<file path="src/rtl/rx_frame_controller.sv">
// Receive-side frame controller: sequences data/parity/stop phases from the UART
// deserializer, checks each frame, and buffers good bytes in a small FIFO.
module rx_frame_controller #(
  parameter int INPUT_DATA_WIDTH = 8,
  parameter int FIFO_DEPTH       = 4,
  parameter int PARITY_ODD       = 0,
  parameter int TIMEOUT_CYCLES   = 4096
) (
  input  logic                        clk,
  input  logic                        reset,
  input  logic                        rx_enable_req,
  input  logic                        byte_done,
  input  logic [INPUT_DATA_WIDTH-1:0] received_data,
  input  logic                        parity_done,
  input  logic                        parity_bit,
  input  logic                        stop_done,
  input  logic                        stop_bit,
  output logic                        rx_enable,
  output logic [INPUT_DATA_WIDTH-1:0] out_data,
  output logic                        out_valid,
  input  logic                        out_ready,
  output logic                        parity_error,
  output logic                        framing_error,
  output logic                        overrun,
  input  logic                        clear_errors,
  output logic [$clog2(FIFO_DEPTH):0] fifo_count
);

  localparam int PTR_W = $clog2(FIFO_DEPTH);
  localparam int CNT_W = PTR_W + 1;
  localparam int TMO_W = $clog2(TIMEOUT_CYCLES) + 1;

  typedef enum logic [2:0] {
    IDLE,
    WAIT_BYTE,
    WAIT_PARITY,
    WAIT_STOP,
    COMMIT
  } state_t;

  state_t                      state_reg, state_next;
  logic [TMO_W-1:0]            tmo_reg, tmo_next;
  logic [INPUT_DATA_WIDTH-1:0] data_reg;
  logic                        parity_bad_reg;
  logic                        stop_ok_reg;
  logic                        timeout;

  logic [INPUT_DATA_WIDTH-1:0] mem [FIFO_DEPTH];
  logic [PTR_W-1:0]            wr_ptr_reg, rd_ptr_reg, rd_ptr_next;
  logic [CNT_W-1:0]            count_reg, count_next;
  logic [INPUT_DATA_WIDTH-1:0] out_data_reg, head_next;
  logic                        parity_error_reg, framing_error_reg, overrun_reg;

  logic commit, full, pop, push;
  logic set_framing, set_parity, set_overrun;

  // Phase sequencing; tmo_next defaults to zero so state entry and pulses restart it.
  always_comb begin
    state_next = state_reg;
    tmo_next   = '0;
    timeout    = 1'b0;
    case (state_reg)
      IDLE: begin
        if (rx_enable_req) state_next = WAIT_BYTE;
      end
      WAIT_BYTE: begin
        if (byte_done) state_next = WAIT_PARITY;
      end
      WAIT_PARITY: begin
        if (parity_done) begin
          state_next = WAIT_STOP;
        end else if (tmo_reg == TMO_W'(TIMEOUT_CYCLES - 1)) begin
          timeout    = 1'b1;
          state_next = WAIT_BYTE;
        end else begin
          tmo_next = tmo_reg + TMO_W'(1);
        end
      end
      WAIT_STOP: begin
        if (stop_done) begin
          state_next = COMMIT;
        end else if (tmo_reg == TMO_W'(TIMEOUT_CYCLES - 1)) begin
          timeout    = 1'b1;
          state_next = WAIT_BYTE;
        end else begin
          tmo_next = tmo_reg + TMO_W'(1);
        end
      end
      COMMIT: begin
        state_next = rx_enable_req ? WAIT_BYTE : IDLE;
      end
      default: state_next = IDLE;
    endcase
  end

  always_ff @(posedge clk or negedge reset) begin
    if (!reset) begin
      state_reg      <= IDLE;
      tmo_reg        <= '0;
      data_reg       <= '0;
      parity_bad_reg <= 1'b0;
      stop_ok_reg    <= 1'b0;
    end else begin
      state_reg <= state_next;
      tmo_reg   <= tmo_next;
      if (state_reg == WAIT_BYTE && byte_done)
        data_reg <= received_data;
      if (state_reg == WAIT_PARITY && parity_done)
        parity_bad_reg <= ((^data_reg) ^ 1'(PARITY_ODD)) != parity_bit;
      if (state_reg == WAIT_STOP && stop_done)
        stop_ok_reg <= stop_bit;
    end
  end

  // Commit decision: a pop in the same cycle frees a slot in a full FIFO.
  assign commit      = (state_reg == COMMIT);
  assign full        = (count_reg == CNT_W'(FIFO_DEPTH));
  assign pop         = out_valid && out_ready;
  assign set_framing = (commit && !stop_ok_reg) || timeout;
  assign set_parity  = commit && stop_ok_reg && parity_bad_reg;
  assign set_overrun = commit && stop_ok_reg && !parity_bad_reg && full && !pop;
  assign push        = commit && stop_ok_reg && !parity_bad_reg && (!full || pop);

  always_comb begin
    rd_ptr_next = pop ? rd_ptr_reg + PTR_W'(1) : rd_ptr_reg;
    count_next  = count_reg;
    if (push && !pop)      count_next = count_reg + CNT_W'(1);
    else if (pop && !push) count_next = count_reg - CNT_W'(1);
    // A byte written this cycle becomes the head only when the FIFO drains to it.
    head_next = (push && wr_ptr_reg == rd_ptr_next) ? data_reg : mem[rd_ptr_next];
  end

  always_ff @(posedge clk) begin
    if (push) mem[wr_ptr_reg] <= data_reg;
  end

  always_ff @(posedge clk or negedge reset) begin
    if (!reset) begin
      wr_ptr_reg   <= '0;
      rd_ptr_reg   <= '0;
      count_reg    <= '0;
      out_data_reg <= '0;
    end else begin
      if (push) wr_ptr_reg <= wr_ptr_reg + PTR_W'(1);
      rd_ptr_reg   <= rd_ptr_next;
      count_reg    <= count_next;
      out_data_reg <= head_next;
    end
  end

  // Sticky flags: a new error in the same cycle as clear_errors wins.
  always_ff @(posedge clk or negedge reset) begin
    if (!reset) begin
      parity_error_reg  <= 1'b0;
      framing_error_reg <= 1'b0;
      overrun_reg       <= 1'b0;
    end else begin
      parity_error_reg  <= set_parity  | (parity_error_reg  & ~clear_errors);
      framing_error_reg <= set_framing | (framing_error_reg & ~clear_errors);
      overrun_reg       <= set_overrun | (overrun_reg       & ~clear_errors);
    end
  end

  assign rx_enable     = (state_reg != IDLE);
  assign out_valid     = (count_reg != '0);
  assign out_data      = out_data_reg;
  assign fifo_count    = count_reg;
  assign parity_error  = parity_error_reg;
  assign framing_error = framing_error_reg;
  assign overrun       = overrun_reg;

endmodule

</file>
<file path="config.mk">
export PLATFORM = sky130hd
export DESIGN_NAME = rx_frame_controller
export DESIGN_NICKNAME = d
export VERILOG_FILES = /design/src/rtl/rx_frame_controller.sv
export SDC_FILE = /design/constraint.sdc
export NUM_CORES = 1
export LEC_CHECK = 0
export ABC_AREA = 1
export CAP_MARGIN = 20
export CORE_MARGIN = 8
export CORE_UTILIZATION = 45
export CTS_CLUSTER_DIAMETER = 60
export DETAILED_ROUTE_END_ITERATION = 8
export PLACE_DENSITY = 0.64
export SYNTH_ARGS = -nofsm -noshare
export SYNTH_HDL_FRONTEND = slang
export SYNTH_SLANG_ARGS = --single-unit
</file>
<file path="constraint.sdc">
create_clock -name clk -period 2.4 [get_ports clk]
set_input_delay 0.24 -clock clk [delete_from_list [all_inputs] [get_ports clk]]
set_output_delay 0.24 -clock clk [all_outputs]
set_load 0.02 [all_outputs]
</file>
==> reports/results.txt, run 1 <==
routed len/inst -> 13.2 µm
fin worst setup slack -> 0.252 ns
clk slew on worst S/H paths -> 0.08 ns
EDFF count, synth -> 32
min Tclk post-route -> 2.15 ns
post-route cell area -> 0.00438 mm²
placed cell area -> 0.00413 mm²
multi-input logic area -> 0.00137 mm²
crit-path cells -> nor2_4 > nor3b_4 > nor2_8 > ha_1 > inv_1 > fa_1 > mux2_2
most common cell after layout, fill and taps aside -> nand2_1
max reg flops -> 32
GRT Overall Usage -> 13.2%
Slew Limit Fails -> 0
layout net count -> 437
Inst Count DP -> 505
P per Cell Area -> 1150 mW/mm²
Finished Layout Cells -> 522
Layout Utilization -> 54.4%
largest fanout on the critical path -> 6
ANT cells -> 0
overall die area -> 0.0113 mm²
synthesized area -> 0.00368 mm²
CTS Buf Count -> 9
Synth Register Bits -> 76
Layout area overhead -> 19.2%
GRT Residual Overflow -> 0
final-report hold violation count -> 0
commonest non-fill, non-tap cells in the layout -> 82 x nand2_1, 51 x inv_1, 44 x dfrtp_1
Fmax -> 0.466 GHz
PnR Total Power -> 5.04 mW
1st-iter DRT viols -> 110
number of antenna violations at the first check in global routing -> 0
RSZ-0062 raised after global routing -> false
filler instances -> 765
HP Class -> in -> async
Max Cap Viol -> 0
WP data required -> 2.63 ns
Sequential Area -> 0.00206 mm²
vias in the first global route -> 2472
warnings from Yosys -> 0
starting density of the core -> 45.7%
first-pass GRT wire length -> 11900 µm
Leakage -> 1.91 nW
residual DRC count -> 0
Skew-Pair Late Insertion Delay -> 0.34 ns
ratio of cells with drive above 1 in the final layout -> 13.9%
maximum clock insertion buffer count -> 2
Fin Clk Skew -> 0.00790 ns
Die Wd -> 106 µm
area leader, netlist -> dfrtp_1
final setup TNS -> 0 ns
IO Pins -> 34
endpoints failing setup -> 0
Rel. slew slack -> 52.5%
Mapped Cells -> 367
worst stage delay on the critical path -> 0.46 ns
Die Ht -> 106 µm
row count -> 33
CTS tree -> done
syn nets -> 392
outcome -> finished clean
synth top area cells -> dfrtp_1 30%, edfxtp_1 26%, nand2_1 8.4%
CP bufs+invs -> 1
DR pass1 iterations -> 4
pin count of the biggest net entering global routing -> 19
DP Wirelength -> 4990 µm
sequential area share after synthesis -> 56.1%
final wirelength -> 6870 µm
Tcrit/Tclk final -> 89.5%
startpoint types -> register
Core Box Area -> 0.00805 mm²
Placement Setup Slack -> 0.167 ns
crit path DAT -> 2.37 ns
CTS sink cnt -> 76
via count -> 2491
ys async rst share -> 57.9%
Worst path slowest cell -> dfrtp_1
crit path kind -> reg -> reg
gpl congestion -> 0.750
Max H-tree Level -> 3
cts repair resizes -> 0
post-synth top area share -> 29.9%
main flop type after synthesis -> dfrtp_1
Yosys cell types -> 31
crit end category -> register
Worst-Margin Slew -> 0.710 ns
Mean Syn Cell Area -> 10.0 µm²
IO Port Bufs -> 33
root buf cell -> clkbuf_8
vias per cell -> 4.77
WHS -> 0.331 ns
Peak VDD IR -> 0.353 mV
Final ANT Viol Nets -> 0
Crit path max-delay family -> adder cells
metal layers:
| layer | routed length (µm) | global-route usage [%] | up-vias |
|---|---|---|---|
| li1 | - | - | 1258 |
| met1 | 3170 | 16.2 | 1190 |
| met2 | 3360 | 21.9 | 32 |
| met3 | 232 | 2.48 | 11 |
| met4 | 108 | 6.03 | 0 |
| met5 | 0 | 0 | - |
worst register-to-register path, delay by kind of cell (launching register included):
family,cells,cell delay [ns]
and+or+nand+nor,3,0.60
adders and majority gates,2,0.62
muxes,1,0.27
buffers and inverters,1,0.09
DFF,1,0.46
cells by family after synthesis:
family                     synth area share, %
DFF                                       56.1
muxes                                     2.14
xor gates and xnor gates                  3.57
AOI/OAI and AO/OA                         2.52
and+or+nand+nor                           26.5
buffers and inverters                     6.57
adders and majority gates                 2.59
what timing repair did:
item,4_1_cts,5_1_grt
hold buffers,1,0
endpoints found under the hold margin,12,0
buffers inserted,0,0
setup endpoints to repair,0,0
layout make-up:
cell class                      instances  share of cell area (%)
Tap cell                              105                    3.00
Multi-Input combinational cell        230                    31.3
Clock inverter                          5                    2.26
Timing Repair Buffer                   37                    8.16
Clock buffer                           11                    3.23
Inverter                               58                    4.97
Sequential cell                        76                    47.0
Yosys cell counts, types with 2 or more instances:
| cell | n |
|---|---|
| nand2_1 | 82 |
| inv_1 | 51 |
| dfrtp_1 | 44 |
| edfxtp_1 | 32 |
| nand3_1 | 31 |
| nor2_1 | 24 |
| nand3b_1 | 16 |
| a21oi_1 | 8 |
| xnor2_1 | 8 |
| inv_2 | 7 |
| mux2_2 | 7 |
| nand2_2 | 7 |
| o21ai_0 | 7 |
| xor2_1 | 7 |
| ha_1 | 6 |
| nand2_4 | 6 |
| nor2_4 | 5 |
| nor3_1 | 4 |
| nand3_4 | 2 |
| nor2_2 | 2 |
path summary, 6_finish.rpt:
path                                                 from                         to  slack, ns  cells past startpoint
worst max-delay path            fifo_count[0]$_DFFE_PN0P_  fifo_count[1]$_DFFE_PN0P_       0.25                      7
worst max register to register  fifo_count[0]$_DFFE_PN0P_  fifo_count[1]$_DFFE_PN0P_       0.25                      7
max in group asynchronous                           reset    data_reg[2]$_DFFE_PN0P_       1.52                      3
worst min register to register       tmo_reg[0]$_DFF_PN0_       tmo_reg[0]$_DFF_PN0_       0.46                      1
worst min-delay path                                reset  fifo_count[1]$_DFFE_PN0P_       0.33                      2
min in group clk                     tmo_reg[0]$_DFF_PN0_       tmo_reg[0]$_DFF_PN0_       0.46                      1
report_power, final:
| group | total, mW | switching, mW | internal [mW] |
|---|---|---|---|
| clock | 1.18 | 0.463 | 0.715 |
| combinational | 1.89 | 1.12 | 0.767 |
| sequential | 1.98 | 0.285 | 1.69 |
No activity file was read; power rests on OpenSTA's default activity.
==> inputs of run 2 (changes only) <==
Settings changed: CORE_UTILIZATION 45 to 50, PLACE_DENSITY 0.64 to 0.7.
==> reports/results.txt, run 2 (synthesis results as in run 1) <==
largest fanout on the critical path -> 6
outcome -> finished clean
Die Ht -> 102 µm
post-CTS setup buffer count -> 0
vias in the first global route -> 2573
via count -> 2493
Layout area overhead -> 18.5%
PnR Total Power -> 4.95 mW
ratio of cells with drive above 1 in the final layout -> 13.5%
Tcrit/Tclk final -> 89.0%
min Tclk post-route -> 2.14 ns
Slew Limit Fails -> 0
cts hold-fix bufs -> 0
CTS tree -> done
crit end category -> register
most common cell after layout, fill and taps aside -> nand2_1
residual DRC count -> 0
clk slew on worst S/H paths -> 0.08 ns
number of antenna violations at the first check in global routing -> 0
HP Class -> in -> async
RSZ-0062 raised after global routing -> false
filler instances -> 599
Skew-Pair Late Insertion Delay -> 0.34 ns
Die Wd -> 102 µm
row count -> 31
DP Wirelength -> 4910 µm
Peak VDD IR -> 0.411 mV
Final ANT Viol Nets -> 0
WP data required -> 2.64 ns
ANT cells -> 0
GRT Residual Overflow -> 0
commonest non-fill, non-tap cells in the layout -> 82 x nand2_1, 51 x inv_1, 44 x dfrtp_1
gpl congestion -> 0.836
final-report hold violation count -> 0
layout net count -> 436
cts repair resizes -> 0
DR pass1 iterations -> 6
Finished Layout Cells -> 515
endpoints failing setup -> 0
Fin Clk Skew -> 0.00623 ns
IO Pins -> 34
CTS sink cnt -> 76
routed len/inst -> 13.3 µm
pin count of the biggest net entering global routing -> 45
Fmax -> 0.468 GHz
final setup TNS -> 0 ns
maximum clock insertion buffer count -> 2
1st-iter DRT viols -> 72
Leakage -> 1.90 nW
Core Box Area -> 0.00718 mm²
Inst Count DP -> 497
Worst-Margin Slew -> 0.712 ns
final wirelength -> 6830 µm
GRT Overall Usage -> 14.6%
WHS -> 0.290 ns
max reg flops -> 32
vias per cell -> 4.84
overall die area -> 0.0104 mm²
root buf cell -> clkbuf_8
Max Cap Viol -> 0
starting density of the core -> 51.2%
startpoint types -> register
crit path DAT -> 2.37 ns
Rel. slew slack -> 52.3%
IO Port Bufs -> 33
CTS Buf Count -> 9
Max H-tree Level -> 3
crit path kind -> reg -> reg
first-pass GRT wire length -> 11700 µm
P per Cell Area -> 1140 mW/mm²
[run 2: cell type report]
class / count / area (µm²) / area share (%)
well taps: 99 / 124 / 2.84
inverters: 58 / 218 / 5.00
multi-input cells: 230 / 1370 / 31.5
clock inverters: 5 / 75.1 / 1.72
clock buffers: 11 / 141 / 3.25
repair buffers: 36 / 363 / 8.33
flip-flops and latches: 76 / 2060 / 47.3
[run 2: path summary, 6_finish.rpt]
check / from / endpoint / slack, ns / cells past startpoint
max: fifo_count[0]$_DFFE_PN0P_ / fifo_count[1]$_DFFE_PN0P_ / 0.26 / 7
min: reset / rd_ptr_reg[0]$_DFF_PN0_ / 0.29 / 2
max reg2reg: fifo_count[0]$_DFFE_PN0P_ / fifo_count[1]$_DFFE_PN0P_ / 0.26 / 7
min reg2reg: tmo_reg[0]$_DFF_PN0_ / tmo_reg[0]$_DFF_PN0_ / 0.47 / 1
max in group asynchronous: reset / data_reg[6]$_DFFE_PN0P_ / 1.65 / 3
min in group clk: tmo_reg[0]$_DFF_PN0_ / tmo_reg[0]$_DFF_PN0_ / 0.47 / 1
[run 2: power breakdown]
part           switching (mW)  leakage, nW  internal, mW
Clock                   0.451        0.105         0.607
Sequential              0.292        0.839          1.69
Combinational            1.14        0.953         0.767
Total                    1.88         1.90          3.07
[run 2: critical path: stages (launching register included)]
cell and delay, ns:
dfrtp_1 0.46, nor2_4 0.16, nor3b_4 0.33, nor2_8 0.09
ha_1 0.20, inv_1 0.09, fa_1 0.42, mux2_2 0.27
[run 2: metrics by stage]
stage / setup WS, ns / cell area, µm² / util (%)
2_1_floorplan: 0.289 / 3680 / -
3_3_place_gp: 0.215 / 4110 / 57.3
3_5_place_dp: 0.158 / 4110 / 57.3
4_1_cts: 0.238 / 4330 / 60.3
5_1_grt: 0.0804 / 4360 / 60.7
6_report: 0.264 / 4360 / 60.7
[run 2: layer usage]
metal | part of all wire, % | global-route usage [%]
met3 | 4.3 | 3.78
met2 | 48 | 24.0
met5 | 0 | 0
met4 | 1.4 | 6.19
met1 | 46 | 17.6
